`config.mk`:
```
export PLATFORM = sky130hd
export DESIGN_NAME = noc_eject_buffer_flat
export DESIGN_NICKNAME = d
export VERILOG_FILES = /design/src/rtl/noc_eject_buffer_if.sv /design/src/rtl/noc_eject_buffer.sv /design/src/flat_wrapper.sv
export SDC_FILE = /design/constraint.sdc
export NUM_CORES = 1
export LEC_CHECK = 0
export BUFFER_PORTS_ARGS = -buffer_cell sky130_fd_sc_hd__buf_2
export CAP_MARGIN = 20
export CORE_MARGIN = 10
export CORE_UTILIZATION = 45
export CTS_CLUSTER_DIAMETER = 120
export CTS_CLUSTER_SIZE = 10
export DETAILED_ROUTE_END_ITERATION = 6
export MAX_ROUTING_LAYER = met4
export PLACE_DENSITY = 0.66
export SLEW_MARGIN = 20
export SYNTH_ARGS = -nofsm -noshare
export SYNTH_HDL_FRONTEND = slang
export SYNTH_SLANG_ARGS = --single-unit
```
`constraint.sdc`:
```
create_clock -name clk -period 5.5 [get_ports clk]
set_input_delay 1.1 -clock clk [delete_from_list [all_inputs] [get_ports clk]]
set_output_delay 1.1 -clock clk [all_outputs]
set_load 0.01 [all_outputs]
```
`src/rtl/noc_eject_buffer_if.sv`:
```
// PE-side delivery bus of the NoC ejection buffer.
// master: the ejection buffer (drives flit, valid, VC; samples ready).
// slave : the processing element (samples flit, valid, VC; drives ready).
interface noc_eject_buffer_if #(
    parameter int FW = 35
);
    logic [0:FW-1] pe_data;
    logic          pe_valid;
    logic          pe_vch;
    logic          pe_ready;

    modport master (
        output pe_data,
        output pe_valid,
        output pe_vch,
        input  pe_ready
    );

    modport slave (
        input  pe_data,
        input  pe_valid,
        input  pe_vch,
        output pe_ready
    );
endinterface

```
`src/rtl/noc_eject_buffer.sv`:
```
// NoC ejection buffer: one FIFO per virtual channel, drained to the local PE
// with packet-atomic round-robin VC arbitration. Returns per-VC credit pulses
// (oack) and packet-in-progress flags (olck) to the router.
// Optional feature macro: NOC_EJECT_STATS_EN adds per-VC dequeue counters
// flit_cnt_0 / flit_cnt_1 (16 bit, wrapping).
// Flit type lives in idata[0:1]: 01 head, 00 body, 10 tail, 11 single.
module noc_eject_buffer #(
    parameter int DEPTH = 4,
    parameter int FW    = 35
) (
    input  logic                 clk,
    input  logic                 rst_,
    input  logic [0:FW-1]        idata,
    input  logic                 ivalid,
    input  logic                 ivch,
    output logic [0:1]           oack,
    output logic [0:1]           olck,
    noc_eject_buffer_if.master   pe,
    output logic                 ovf_err
`ifdef NOC_EJECT_STATS_EN
    ,
    output logic [0:15]          flit_cnt_0,
    output logic [0:15]          flit_cnt_1
`endif
);
    localparam int AW = $clog2(DEPTH);

    typedef enum logic {
        ST_IDLE = 1'b0,
        ST_LOCK = 1'b1
    } arb_state_t;

    arb_state_t          r_state, w_state_next;
    logic                r_lock_vc, w_lock_vc_next;
    logic                r_rr_ptr, w_rr_ptr_next;
    logic                r_hold;
    logic                r_hold_vc;
    logic [0:1]          r_oack;
    logic                r_ovf_err;

    logic [0:1]          w_empty;
    logic [0:1]          w_full;
    logic [0:1]          w_deq;
    logic [0:1][0:FW-1]  w_head;
    logic                w_sel;
    logic                w_valid;
    logic                w_xfer;
    logic [0:1]          w_type;
`ifdef NOC_EJECT_STATS_EN
    logic [0:1][0:15]    w_cnt;
`endif

    // Per-VC FIFO: pointers carry one extra wrap bit to tell full from empty.
    generate
        for (genvar gi = 0; gi < 2; gi++) begin : g_vc
            logic [0:FW-1] r_mem [DEPTH];
            logic [AW:0]   r_wptr;
            logic [AW:0]   r_rptr;
            logic          w_wr;

            // Fullness is the start-of-cycle value, so a same-cycle dequeue
            // never makes room for a write into a full FIFO.
            assign w_wr        = ivalid && (ivch == 1'(gi)) && !w_full[gi];
            assign w_empty[gi] = (r_wptr == r_rptr);
            assign w_full[gi]  = (r_wptr[AW] != r_rptr[AW]) &&
                                 (r_wptr[AW-1:0] == r_rptr[AW-1:0]);
            assign w_head[gi]  = r_mem[r_rptr[AW-1:0]];

            // Advance write pointer on accepted enqueue, read pointer on dequeue.
            always_ff @(posedge clk or negedge rst_) begin
                if (!rst_) begin
                    r_wptr <= '0;
                    r_rptr <= '0;
                end else begin
                    if (w_wr)
                        r_wptr <= r_wptr + (AW+1)'(1);
                    if (w_deq[gi])
                        r_rptr <= r_rptr + (AW+1)'(1);
                end
            end

            // Flit storage; contents are don't-care while the FIFO is empty.
            always_ff @(posedge clk) begin
                if (w_wr)
                    r_mem[r_wptr[AW-1:0]] <= idata;
            end

`ifdef NOC_EJECT_STATS_EN
            logic [0:15] r_cnt;

            // Count flits dequeued from this VC, wrapping at 0xFFFF.
            always_ff @(posedge clk or negedge rst_) begin
                if (!rst_)
                    r_cnt <= '0;
                else if (w_deq[gi])
                    r_cnt <= r_cnt + 16'd1;
            end

            assign w_cnt[gi] = r_cnt;
`endif
        end
    endgenerate

    // VC selection: locked VC only; else keep a stalled offer stable; else RR.
    always_comb begin
        w_sel   = r_rr_ptr;
        w_valid = 1'b0;
        if (r_state == ST_LOCK) begin
            w_sel   = r_lock_vc;
            w_valid = !w_empty[r_lock_vc];
        end else if (r_hold) begin
            w_sel   = r_hold_vc;
            w_valid = 1'b1;
        end else if (!w_empty[r_rr_ptr]) begin
            w_sel   = r_rr_ptr;
            w_valid = 1'b1;
        end else if (!w_empty[~r_rr_ptr]) begin
            w_sel   = ~r_rr_ptr;
            w_valid = 1'b1;
        end
    end

    assign w_xfer   = w_valid && pe.pe_ready;
    assign w_type   = w_head[w_sel][0:1];
    assign w_deq[0] = w_xfer && !w_sel;
    assign w_deq[1] = w_xfer && w_sel;

    // Arbiter next state: head locks, tail unlocks, single only moves the pointer.
    always_comb begin
        w_state_next   = r_state;
        w_lock_vc_next = r_lock_vc;
        w_rr_ptr_next  = r_rr_ptr;
        if (w_xfer) begin
            case (r_state)
                ST_IDLE: begin
                    if (w_type == 2'b01) begin
                        w_state_next   = ST_LOCK;
                        w_lock_vc_next = w_sel;
                    end else if (w_type == 2'b11) begin
                        w_rr_ptr_next  = ~w_sel;
                    end
                end
                ST_LOCK: begin
                    if (w_type == 2'b10) begin
                        w_state_next  = ST_IDLE;
                        w_rr_ptr_next = ~r_lock_vc;
                    end
                end
                default: begin
                    w_state_next = ST_IDLE;
                end
            endcase
        end
    end

    // Arbiter state, offer-hold tracking, credit pulses and sticky overflow.
    always_ff @(posedge clk or negedge rst_) begin
        if (!rst_) begin
            r_state   <= ST_IDLE;
            r_lock_vc <= 1'b0;
            r_rr_ptr  <= 1'b0;
            r_hold    <= 1'b0;
            r_hold_vc <= 1'b0;
            r_oack    <= 2'b00;
            r_ovf_err <= 1'b0;
        end else begin
            r_state   <= w_state_next;
            r_lock_vc <= w_lock_vc_next;
            r_rr_ptr  <= w_rr_ptr_next;
            r_hold    <= w_valid && !w_xfer;
            r_hold_vc <= w_sel;
            r_oack    <= w_deq;
            if (ivalid && w_full[ivch])
                r_ovf_err <= 1'b1;
        end
    end

    assign oack        = r_oack;
    assign olck[0]     = (r_state == ST_LOCK) && !r_lock_vc;
    assign olck[1]     = (r_state == ST_LOCK) && r_lock_vc;
    assign ovf_err     = r_ovf_err;
    assign pe.pe_valid = w_valid;
    assign pe.pe_vch   = w_valid && w_sel;
    assign pe.pe_data  = w_valid ? w_head[w_sel] : '0;

`ifdef NOC_EJECT_STATS_EN
    assign flit_cnt_0 = w_cnt[0];
    assign flit_cnt_1 = w_cnt[1];
`endif
endmodule
```
`src/flat_wrapper.sv`:
```
// flat-port wrapper written by rule: the top's interface ports become plain ports
module noc_eject_buffer_flat 
#(
    parameter int DEPTH = 4,
    parameter int FW    = 35
)
  (clk, rst_, idata, ivalid, ivch, oack, olck, ovf_err, pe_pe_data, pe_pe_valid, pe_pe_vch, pe_pe_ready);
  noc_eject_buffer_if #(.FW(FW)) pe_i ();
  input  logic clk;
  input  logic rst_;
  input  logic [0:FW-1] idata;
  input  logic ivalid;
  input  logic ivch;
  output logic [0:1] oack;
  output logic [0:1] olck;
  output logic ovf_err;
  output wire logic [$bits(pe_i.pe_data)-1:0] pe_pe_data;
  output wire logic [$bits(pe_i.pe_valid)-1:0] pe_pe_valid;
  output wire logic [$bits(pe_i.pe_vch)-1:0] pe_pe_vch;
  input wire logic [$bits(pe_i.pe_ready)-1:0] pe_pe_ready;
  assign pe_pe_data = pe_i.pe_data;
  assign pe_pe_valid = pe_i.pe_valid;
  assign pe_pe_vch = pe_i.pe_vch;
  assign pe_i.pe_ready = pe_pe_ready;
  noc_eject_buffer #(.DEPTH(DEPTH), .FW(FW)) u_core (.clk(clk), .rst_(rst_), .idata(idata), .ivalid(ivalid), .ivch(ivch), .oack(oack), .olck(olck), .pe(pe_i), .ovf_err(ovf_err));
endmodule
```
==> out/qor.csv, run 1 <==
metric;value;unit
count leader, synth;edfxtp_1;
Hold-fix buffers, CTS;0;
grt peak-use layer;met2;
Layout area overhead;14.7;%
run status;finished with violations;
WP data required;4400;ps
TritonCTS clock tree;yes;
failing checks;design-rule violations;
cells after synthesis;598;
initial antenna violation count;5;
Root Driver;clkbuf_16;
synthesis-stage register bit count;300;
Worst-Skew Late Latency;500;ps
fraction of the cycle the final worst path needs;0.805;
core area;25800;um^2
DRC;1;
PortBufs;81;
H-tree levels;2;
GR Util met2;0.252;
worst-margin pin slew;895;ps
total setup buffers inserted after CTS;0;
vias in the first global route;6287;
Peak Freq;0.226;GHz
Worst Clk Skew;11.0;ps
met3 usage;0.0338;
# resized after CTS;0;
cell depth of the worst hold path;1;
Synth Flop Type;edfxtp_1;
Yosys cell types;37;
Die Y-Extent;181;um
DRT antenna net count;0;
GR Util All Layers;0.156;
average wire per standard cell;23.9;um
Pleak;4.60;nW
area of the die;32900;um^2
RSZ-0062 raised after global routing;no;
setup TNS;0;ps
critical path class;reg -> out;
r2r worst-path depth;8;
Final setup viols;0;
Async S/R FF share, synth;0.0667;
max-slew violations;0;
final WL;25000;um
DRT Pass-1 Iters;7;
critical path peak fanout;27;
post-synthesis sequential area ratio;0.760;
fin area;13500;um^2
fillers;2048;
Worst Path Arrival;3330;ps
Yosys warning count;0;
HP Class;reg -> reg;
Area after DPL;12500;um^2
Post-DP HPWL;13700;um
CP Capture Type;output pin;
non-filler cells, final;1044;
Max-Cap Viols;0;
clock sinks;300;
gr ovfl total;0;
Synth top cells by count;280 x edfxtp_1, 78 x nand2_1, 70 x mux4_2;
first-pass GRT wire length;38200;um
Synth area leader;edfxtp_1;
Final Hold Fails;0;
DR iter-0 viols;501;
Post-Syn Nets;648;
largest net degree at the start of global routing;39;
Vias;5852;
share of layout cells above drive strength 1;0.313;
Num CTS Buffers;35;
Yosys top cell area share;0.717;
vias per cell;5.61;
crit path launch type;flop;
layout net count;750;
site row count;59;
pwr dens;571;nW/um^2
cell count after placement;998;
Ports;82;
final worst path period need;4430;ps
worst vdd ir;613;uV
final core occ;0.521;
Post-synth EDFFs;280;
Worst-path clk slew;60;ps
Syn Area/Cell;19.6;um^2
Initial Utilization;0.454;
DIE WIDTH;181;um
top post-synthesis cells by area;edfxtp_1 72%, mux4_2 13%, dfrtp_1 4.3%;
met1 Track Usage GR;0.196;
maximum buffer depth of the clock tree;3;
Mapped Area;11700;um^2
GP Congestion;0.745;
Rel. slew slack;0.404;
==> sequential cells by signal, summed over array words and instances (netlist names) <==
name	flops
u_core.ovf_err	1
u_core.r_state	1
u_core.r_lock_vc	1
u_core.g_vc.r_mem	280
u_core.g_vc.r_wptr	6
u_core.oack	2
u_core.r_hold_vc	1
u_core.g_vc.r_rptr	6
u_core.r_hold	1
u_core.r_rr_ptr	1
==> routing by layer <==
metal | share of wire | up-vias
met1 | 0.43 | 3078
met3 | 0.059 | 37
li1 | - | 2562
met4 | 0.017 | 0
met2 | 0.50 | 175
met5 | 0 | -
==> worst paths after layout <==
check / from / end / slack (ps)
setup / recovery: u_core.g_vc[1].r_rptr[2] / pe_pe_data[2] / 1070
hold / removal: u_core.ovf_err / u_core.ovf_err / 450
setup reg to reg: u_core.g_vc[0].r_wptr[0] / u_core.r_rr_ptr / 2500
hold reg to reg: u_core.ovf_err / u_core.ovf_err / 450
max in group asynchronous: rst_ / u_core.g_vc[0].r_rptr[0] / 4600
min in group asynchronous: rst_ / u_core.g_vc[1].r_wptr[0] / 560
==> power by group <==
group,total (mW),internal [mW],switching (mW)
logic,2.81,1.13,1.68
clock network,1.92,1.13,0.788
registers,2.96,2.84,0.115
total,7.69,5.11,2.58
==> final cells by class <==
type | count | area (um^2) | area share
antenna | 5 | 12.5 | 0.000930
clock buffer | 40 | 895 | 0.0665
clock inverter | 1 | 8.76 | 0.000651
inverter | 8 | 30.0 | 0.00223
multi-input combinational | 260 | 2670 | 0.198
sequential | 300 | 8910 | 0.663
tap | 335 | 419 | 0.0312
timing repair buffer | 95 | 510 | 0.0379
==> worst max-delay path, stage by stage (launching register included) <==
cell and delay, ps:
dfrtp_1 400, xor2_1 190, or3_4 420, maj3_2 350, o21ai_0 220, and2_2 190
clkinv_1 260, buf_4 380, nand2_1 110, a21oi_1 100, buf_2 210
==> per-stage QoR <==
step / setup slack [ps] / hold WS, ps / power, mW
2_1_floorplan: 2050 / 460 / 4.83
3_3_place_gp: 1660 / 437 / 5.83
3_5_place_dp: 1590 / 451 / 5.88
4_1_cts: 1030 / 461 / 7.81
5_1_grt: 885 / 476 / 8.13
6_report: 1070 / 454 / 7.69
==> layout by cell type (no fill, tap or decap), types with 2 or more instances in the layout <==
cell / n
xor2_1: 10
o21ai_0: 6
clkbuf_1: 5
diode_2: 5
a21oi_1: 36
mux2i_1: 3
mux4_2: 70
buf_2: 81
ha_1: 10
a21o_1: 3
nor3_1: 3
dfrtp_2: 4
inv_1: 7
dfrtp_1: 16
edfxtp_1: 280
xnor2_1: 4
a32o_1: 2
nand2_1: 78
clkbuf_16: 35
and2_2: 9
nor2_1: 9
mux2_2: 3
buf_4: 14
==> cells by family (layout without fill, tap and decap cells) <==
kind of cell	Yosys count	in the layout	synth area share
flops	300	300	0.760
compound gates	50	50	0.0234
other cells	0	5	0
buf+inv	38	144	0.0141
simple gates	108	108	0.0399
mux	77	77	0.141
xor+xnor	14	14	0.0105
fa+ha+maj	11	11	0.0116
Power figures use the tool's default switching activity.
==> run 2: changes to the inputs <==
==> constraint.sdc (replaced) <==
create_clock -name clk -period 4.3 [get_ports clk]
set_input_delay 0.86 -clock clk [delete_from_list [all_inputs] [get_ports clk]]
set_output_delay 0.86 -clock clk [all_outputs]
set_load 0.01 [all_outputs]
==> out/qor.csv, run 2 (synthesized netlist as in run 1, its figures left out) <==
metric;value;unit;change
worst-margin pin slew;836;ps;was 895 ps
setup TNS;0;ps;unchanged
CP max-delay cell;or3_4;;unchanged
fin area;13500;um^2;about the same
gr ovfl total;0;;unchanged
final WL;25100;um;was 25,000 um
WP data required;3440;ps;was 4400 ps
fraction of the cycle the final worst path needs;0.941;;
largest net degree at the start of global routing;38;;was 39
# resized after CTS;0;;unchanged
CP Capture Type;output pin;;unchanged
core area;25800;um^2;unchanged
Critical Path End;pe_pe_data[2];;unchanged
RR Startpoint;u_core.g_vc[0].r_rptr[0];;was u_core.g_vc[0].r_wptr[0]
Crit. Startpoint;u_core.g_vc[1].r_rptr[2];;unchanged
Worst Path Arrival;3180;ps;was 3330 ps
DRT antenna net count;0;;unchanged
TritonCTS clock tree;yes;;unchanged
Final setup viols;0;;unchanged
Rel. slew slack;0.443;;was 0.404
setup slack after layout;255;ps;was 1070 ps
Area after DPL;12600;um^2;was 12,500 um^2
Clock power frac;0.252;;was 0.250
Sw Pwr;3.37;mW;was 2.58 mW
pwr dens;739;nW/um^2;was 571 nW/um^2
Post-DP HPWL;14300;um;was 13,700 um
Sw Share;0.337;;was 0.336
Hold-fix buffers, CTS;0;;unchanged
Num CTS Buffers;35;;unchanged
crit path launch type;flop;;unchanged
Pleak;4.64;nW;was 4.60 nW
R2R Setup Slk;1280;ps;was 2500 ps
H-tree levels;2;;unchanged
Comb power frac;0.369;;was 0.365
site row count;59;;unchanged
total setup buffers inserted after CTS;0;;unchanged
RR Endpoint;u_core.r_lock_vc;;was u_core.r_rr_ptr
layout net count;753;;was 750
critical path peak fanout;18;;was 27
PortBufs;81;;unchanged
run status;complete, no violations;;was finished with violations
max-slew violations;0;;unchanged
vias in the first global route;6406;;was 6,287
Root Driver;clkbuf_16;;unchanged
DRT Pass-1 Iters;4;;was 7
HP Class;in -> async;;was reg -> reg
commonest non-fill, non-tap cell in the layout;edfxtp_1;;unchanged
Initial Utilization;0.454;;unchanged
Peak Freq;0.247;GHz;
crit-path cells;xor2_1, or3_4, maj3_2, o21ai_0, and2_4, clkinv_1, buf_4, nand2_1, a21oi_1, buf_2;;was xor2_1, or3_4, maj3_2, o21ai_0, and2_2, clkinv_1, buf_4, nand2_1, a21oi_1, buf_2
final worst path period need;4040;ps;
Worst-path clk slew;60;ps;about the same
clock sinks;300;;unchanged
Max-Cap Viols;0;;unchanged
GP Congestion;0.739;;was 0.745
share of layout cells above drive strength 1;0.317;;was 0.313
fillers;2036;;was 2,048
RSZ-0062 raised after global routing;no;;unchanged
Worst-Skew Late Latency;510;ps;was 500 ps
Final Hold Fails;0;;unchanged
DR iter-0 viols;457;;was 501
Layout area overhead;15.4;%;was 14.7%
critical path class;reg -> out;;unchanged
worst vdd ir;668;uV;was 613 uV
most frequent cells in the layout;280 x edfxtp_1, 81 x buf_2, 78 x nand2_1;;unchanged
Reg power frac;0.378;;was 0.385
Vias;5900;;was 5,852
initial antenna violation count;3;;was 5
DRC;0;;was 1
first-pass GRT wire length;39100;um;was 38,200 um
max reg flops;280;;unchanged
Pint;6.62;mW;was 5.11 mW
GR Util All Layers;0.158;;was 0.156
pre-CTS WS;678;ps;was 1590 ps
vias per cell;5.63;;was 5.61
delay of the slowest cell on the worst path;410;ps;was 420 ps
area of the die;32900;um^2;unchanged
r2r worst-path depth;6;;was 8
worst hold slack;323;ps;was 454 ps
Worst Clk Skew;20.6;ps;was 11.0 ps
maximum buffer depth of the clock tree;3;;unchanged
average wire per standard cell;24.0;um;was 23.9 um
Die Y-Extent;181;um;unchanged
Ports;82;;unchanged
DIE WIDTH;181;um;unchanged
[run 2: changes by cell type in the layout (fill, tap and decap cells not counted), sizes merged]
cell    change
buf         +3
clkinv      +1
diode       -1
clkbuf      +1
[run 2: worst min-delay path by stage]
| stage | startpoint | end | slack, ps | cells past startpoint |
|---|---|---|---|---|
| 2_1_floorplan | u_core.g_vc[0].r_wptr[2] | u_core.g_vc[0].r_wptr[2] | 460 | 1 |
| 3_3_place_gp | u_core.ovf_err | u_core.ovf_err | 440 | 1 |
| 3_5_place_dp | u_core.ovf_err | u_core.ovf_err | 450 | 1 |
| 4_1_cts | rst_ | u_core.g_vc[0].r_wptr[1] | 320 | 1 |
| 5_1_grt | rst_ | u_core.g_vc[1].r_rptr[2] | 340 | 1 |
| 6_report | rst_ | u_core.g_vc[1].r_rptr[2] | 320 | 1 |
[run 2: power by group through the flow]
stage	Sequential (mW)	Combinational, mW	Clock (mW)
6_report	3.78	3.69	2.52
5_1_grt	3.81	4.04	2.70
4_1_cts	3.78	3.79	2.57
3_5_place_dp	3.84	3.77	0
3_3_place_gp	3.81	3.71	0
2_1_floorplan	3.79	2.39	0
[run 2: critical path: cells and delay by family (launching register included)]
family          cells  cell delay, ps
simple gates        3             840
buf+inv             3             510
flops               1             400
compound gates      2             360
fa+ha+maj           1             360
xor+xnor            1             190
[run 2: per-layer routing]
metal	vias up	wire [um]	GRT usage
met1	3089	11100	0.206
met3	37	1420	0.0336
li1	2576	-	-
met5	-	0	-
met2	198	12200	0.247
met4	0	373	0.0430
[run 2: final cells by class]
type | count | area (um^2) | share of cell area
Tap cell | 335 | 419 | 0.0310
Inverter | 8 | 30.0 | 0.00222
Multi-Input combinational cell | 260 | 2670 | 0.197
Antenna cell | 4 | 10.0 | 0.000740
Clock buffer | 41 | 920 | 0.0680
Timing Repair Buffer | 98 | 546 | 0.0403
Sequential cell | 300 | 8910 | 0.659
Clock inverter | 2 | 25.0 | 0.00185
[run 2: metrics by stage]
step / total power [mW] / std cells / utilization
6_report: 9.99 / 1048 / 0.524
5_1_grt: 10.6 / 1047 / 0.524
4_1_cts: 10.1 / 1044 / 0.523
3_5_place_dp: 7.61 / 1001 / 0.487
3_3_place_gp: 7.52 / 1001 / 0.487
2_1_floorplan: 6.18 / 598 / -
==> run 3: changes to the inputs <==
--- a/config.mk
+++ b/config.mk
@@ -13,7 +13,7 @@
 export CTS_CLUSTER_SIZE = 10
 export DETAILED_ROUTE_END_ITERATION = 6
 export MAX_ROUTING_LAYER = met4
-export PLACE_DENSITY = 0.66
+export PLACE_DENSITY = 0.72
 export SLEW_MARGIN = 20
 export SYNTH_ARGS = -nofsm -noshare
 export SYNTH_HDL_FRONTEND = slang
==> out/qor.csv, run 3 (synthesized netlist as in run 1, its figures left out) <==
metric;value;unit;change
Final setup viols;0;;unchanged
Hold-fix buffers, CTS;0;;unchanged
DRC;0;;unchanged
total setup buffers inserted after CTS;0;;unchanged
site row count;59;;unchanged
average wire per standard cell;23.8;um;was 24.0 um
fraction of the cycle the final worst path needs;0.970;;was 0.941
CP max-delay cell;or3_4;;unchanged
H-tree levels;2;;unchanged
gr ovfl total;0;;unchanged
vias in the first global route;6384;;was 6,406
worst-margin pin slew;1100;ps;was 836 ps
Final Hold Fails;0;;unchanged
PortBufs;81;;unchanged
Initial Utilization;0.454;;unchanged
largest net degree at the start of global routing;38;;unchanged
Vias;5844;;was 5,900
Pleak;4.60;nW;was 4.64 nW
Worst Clk Skew;11.3;ps;was 20.6 ps
Comb power frac;0.371;;was 0.369
final worst path period need;4170;ps;was 4040 ps
Worst Path Arrival;3310;ps;was 3180 ps
fin area;13500;um^2;about the same
Area after DPL;12500;um^2;was 12,600 um^2
Sw Share;0.337;;about the same
clock sinks;300;;unchanged
maximum buffer depth of the clock tree;3;;unchanged
most frequent cells in the layout;280 x edfxtp_1, 81 x buf_2, 78 x nand2_1;;unchanged
Die Y-Extent;181;um;unchanged
DRT Pass-1 Iters;5;;was 4
HP Class;in -> async;;unchanged
fillers;2078;;was 2,036
Sw Pwr;3.34;mW;was 3.37 mW
critical path peak fanout;25;;was 18
setup TNS;0;ps;unchanged
crit path launch type;flop;;unchanged
Post-DP HPWL;14100;um;was 14,300 um
RSZ-0062 raised after global routing;no;;unchanged
pwr dens;738;nW/um^2;was 739 nW/um^2
Max-Cap Viols;0;;unchanged
GP Congestion;0.829;;was 0.739
core area;25800;um^2;unchanged
layout net count;747;;was 753
run status;complete, no violations;;unchanged
CP Capture Type;output pin;;unchanged
# resized after CTS;0;;unchanged
critical path class;reg -> out;;unchanged
Num CTS Buffers;35;;unchanged
max-slew violations;0;;unchanged
first-pass GRT wire length;38300;um;was 39,100 um
GR Util All Layers;0.155;;was 0.158
Ports;82;;unchanged
share of layout cells above drive strength 1;0.308;;was 0.317
initial antenna violation count;5;;was 3
DIE WIDTH;181;um;unchanged
Rel. slew slack;0.269;;was 0.443
Peak Freq;0.240;GHz;was 0.247 GHz
crit-path cells;xor2_1, or3_4, maj3_2, o21ai_0, and2_4, buf_12, nand2_1, a21oi_1, buf_2;;was xor2_1, or3_4, maj3_2, o21ai_0, and2_4, clkinv_1, buf_4, nand2_1, a21oi_1, buf_2
Layout area overhead;14.8;%;was 15.4%
Reg power frac;0.382;;was 0.378
Clock power frac;0.248;;was 0.252
DRT antenna net count;0;;unchanged
Root Driver;clkbuf_16;;unchanged
multi-input logic area;2670;um^2;about the same
Worst-path clk slew;60;ps;about the same
final core occ;0.521;;was 0.524
area of the die;32900;um^2;unchanged
Worst-Skew Late Latency;490;ps;was 510 ps
vias per cell;5.61;;was 5.63
TritonCTS clock tree;yes;;unchanged
worst vdd ir;697;uV;was 668 uV
register area;8910;um^2;unchanged
DR iter-0 viols;457;;unchanged
WP data required;3440;ps;about the same
max reg flops;280;;unchanged
Pint;6.59;mW;was 6.62 mW
final WL;24800;um;was 25,100 um
commonest non-fill, non-tap cell in the layout;edfxtp_1;;unchanged
overall power;9.93;mW;was 9.99 mW
delay of the slowest cell on the worst path;420;ps;was 410 ps
## run 3: changes by cell type in the layout (fill, tap and decap cells not counted), sizes merged
cell / change
buf: -6
clkbuf: -1
clkinv: -1
diode: +1
## run 3: layout make-up
| cell class | count | area share |
|---|---|---|
| diodes | 5 | 0.000930 |
| multi-input cells | 260 | 0.198 |
| clock inverters | 1 | 0.000651 |
| inverters | 8 | 0.00223 |
| repair buffers | 92 | 0.0381 |
| clock buffers | 40 | 0.0665 |
| flip-flops and latches | 300 | 0.662 |
| well taps | 335 | 0.0311 |
## run 3: worst max-delay path: cells and delay by family (launching register included)
family          cells  cell delay [ps]
fa+ha+maj           1              360
simple gates        3              850
buf+inv             2              420
flops               1              400
xor+xnor            1              200
compound gates      2              580
## run 3: worst paths after layout
check,from,to,slack (ps),cells after the start
max in group asynchronous,rst_,u_core.g_vc[0].r_rptr[1],3630,1
max,u_core.g_vc[1].r_rptr[2],pe_pe_data[1],130,9
min in group clk,u_core.ovf_err,u_core.ovf_err,450,1
min reg2reg,u_core.ovf_err,u_core.ovf_err,450,1
min,rst_,u_core.ovf_err,320,1
max reg2reg,u_core.g_vc[0].r_rptr[0],u_core.r_rr_ptr,1280,6
## run 3: power by group through the flow
stage | Sequential, mW | Clock [mW] | Combinational (mW)
CTS | 3.79 | 2.51 | 3.77
global placement | 3.81 | 0 | 3.68
global route | 3.82 | 2.63 | 4.06
finish | 3.79 | 2.46 | 3.68
detailed placement | 3.85 | 0 | 3.74
floorplan | 3.79 | 0 | 2.39
## run 3: metrics by stage
step                setup WS [ps]  cells  hold slack, ps
global route                 16.9   1041             336
finish                        130   1041             318
global placement              810    995             434
detailed placement            661    995             444
floorplan                    1090    598             460
CTS                          95.5   1036             328
## run 3: metal layers
layer | global-route usage | vias to the layer above | share of wire
met1 | 0.192 | 3060 | 0.42
met5 | - | - | 0
li1 | - | 2567 | -
met3 | 0.0376 | 38 | 0.063
met4 | 0.0488 | 0 | 0.017
met2 | 0.247 | 179 | 0.50
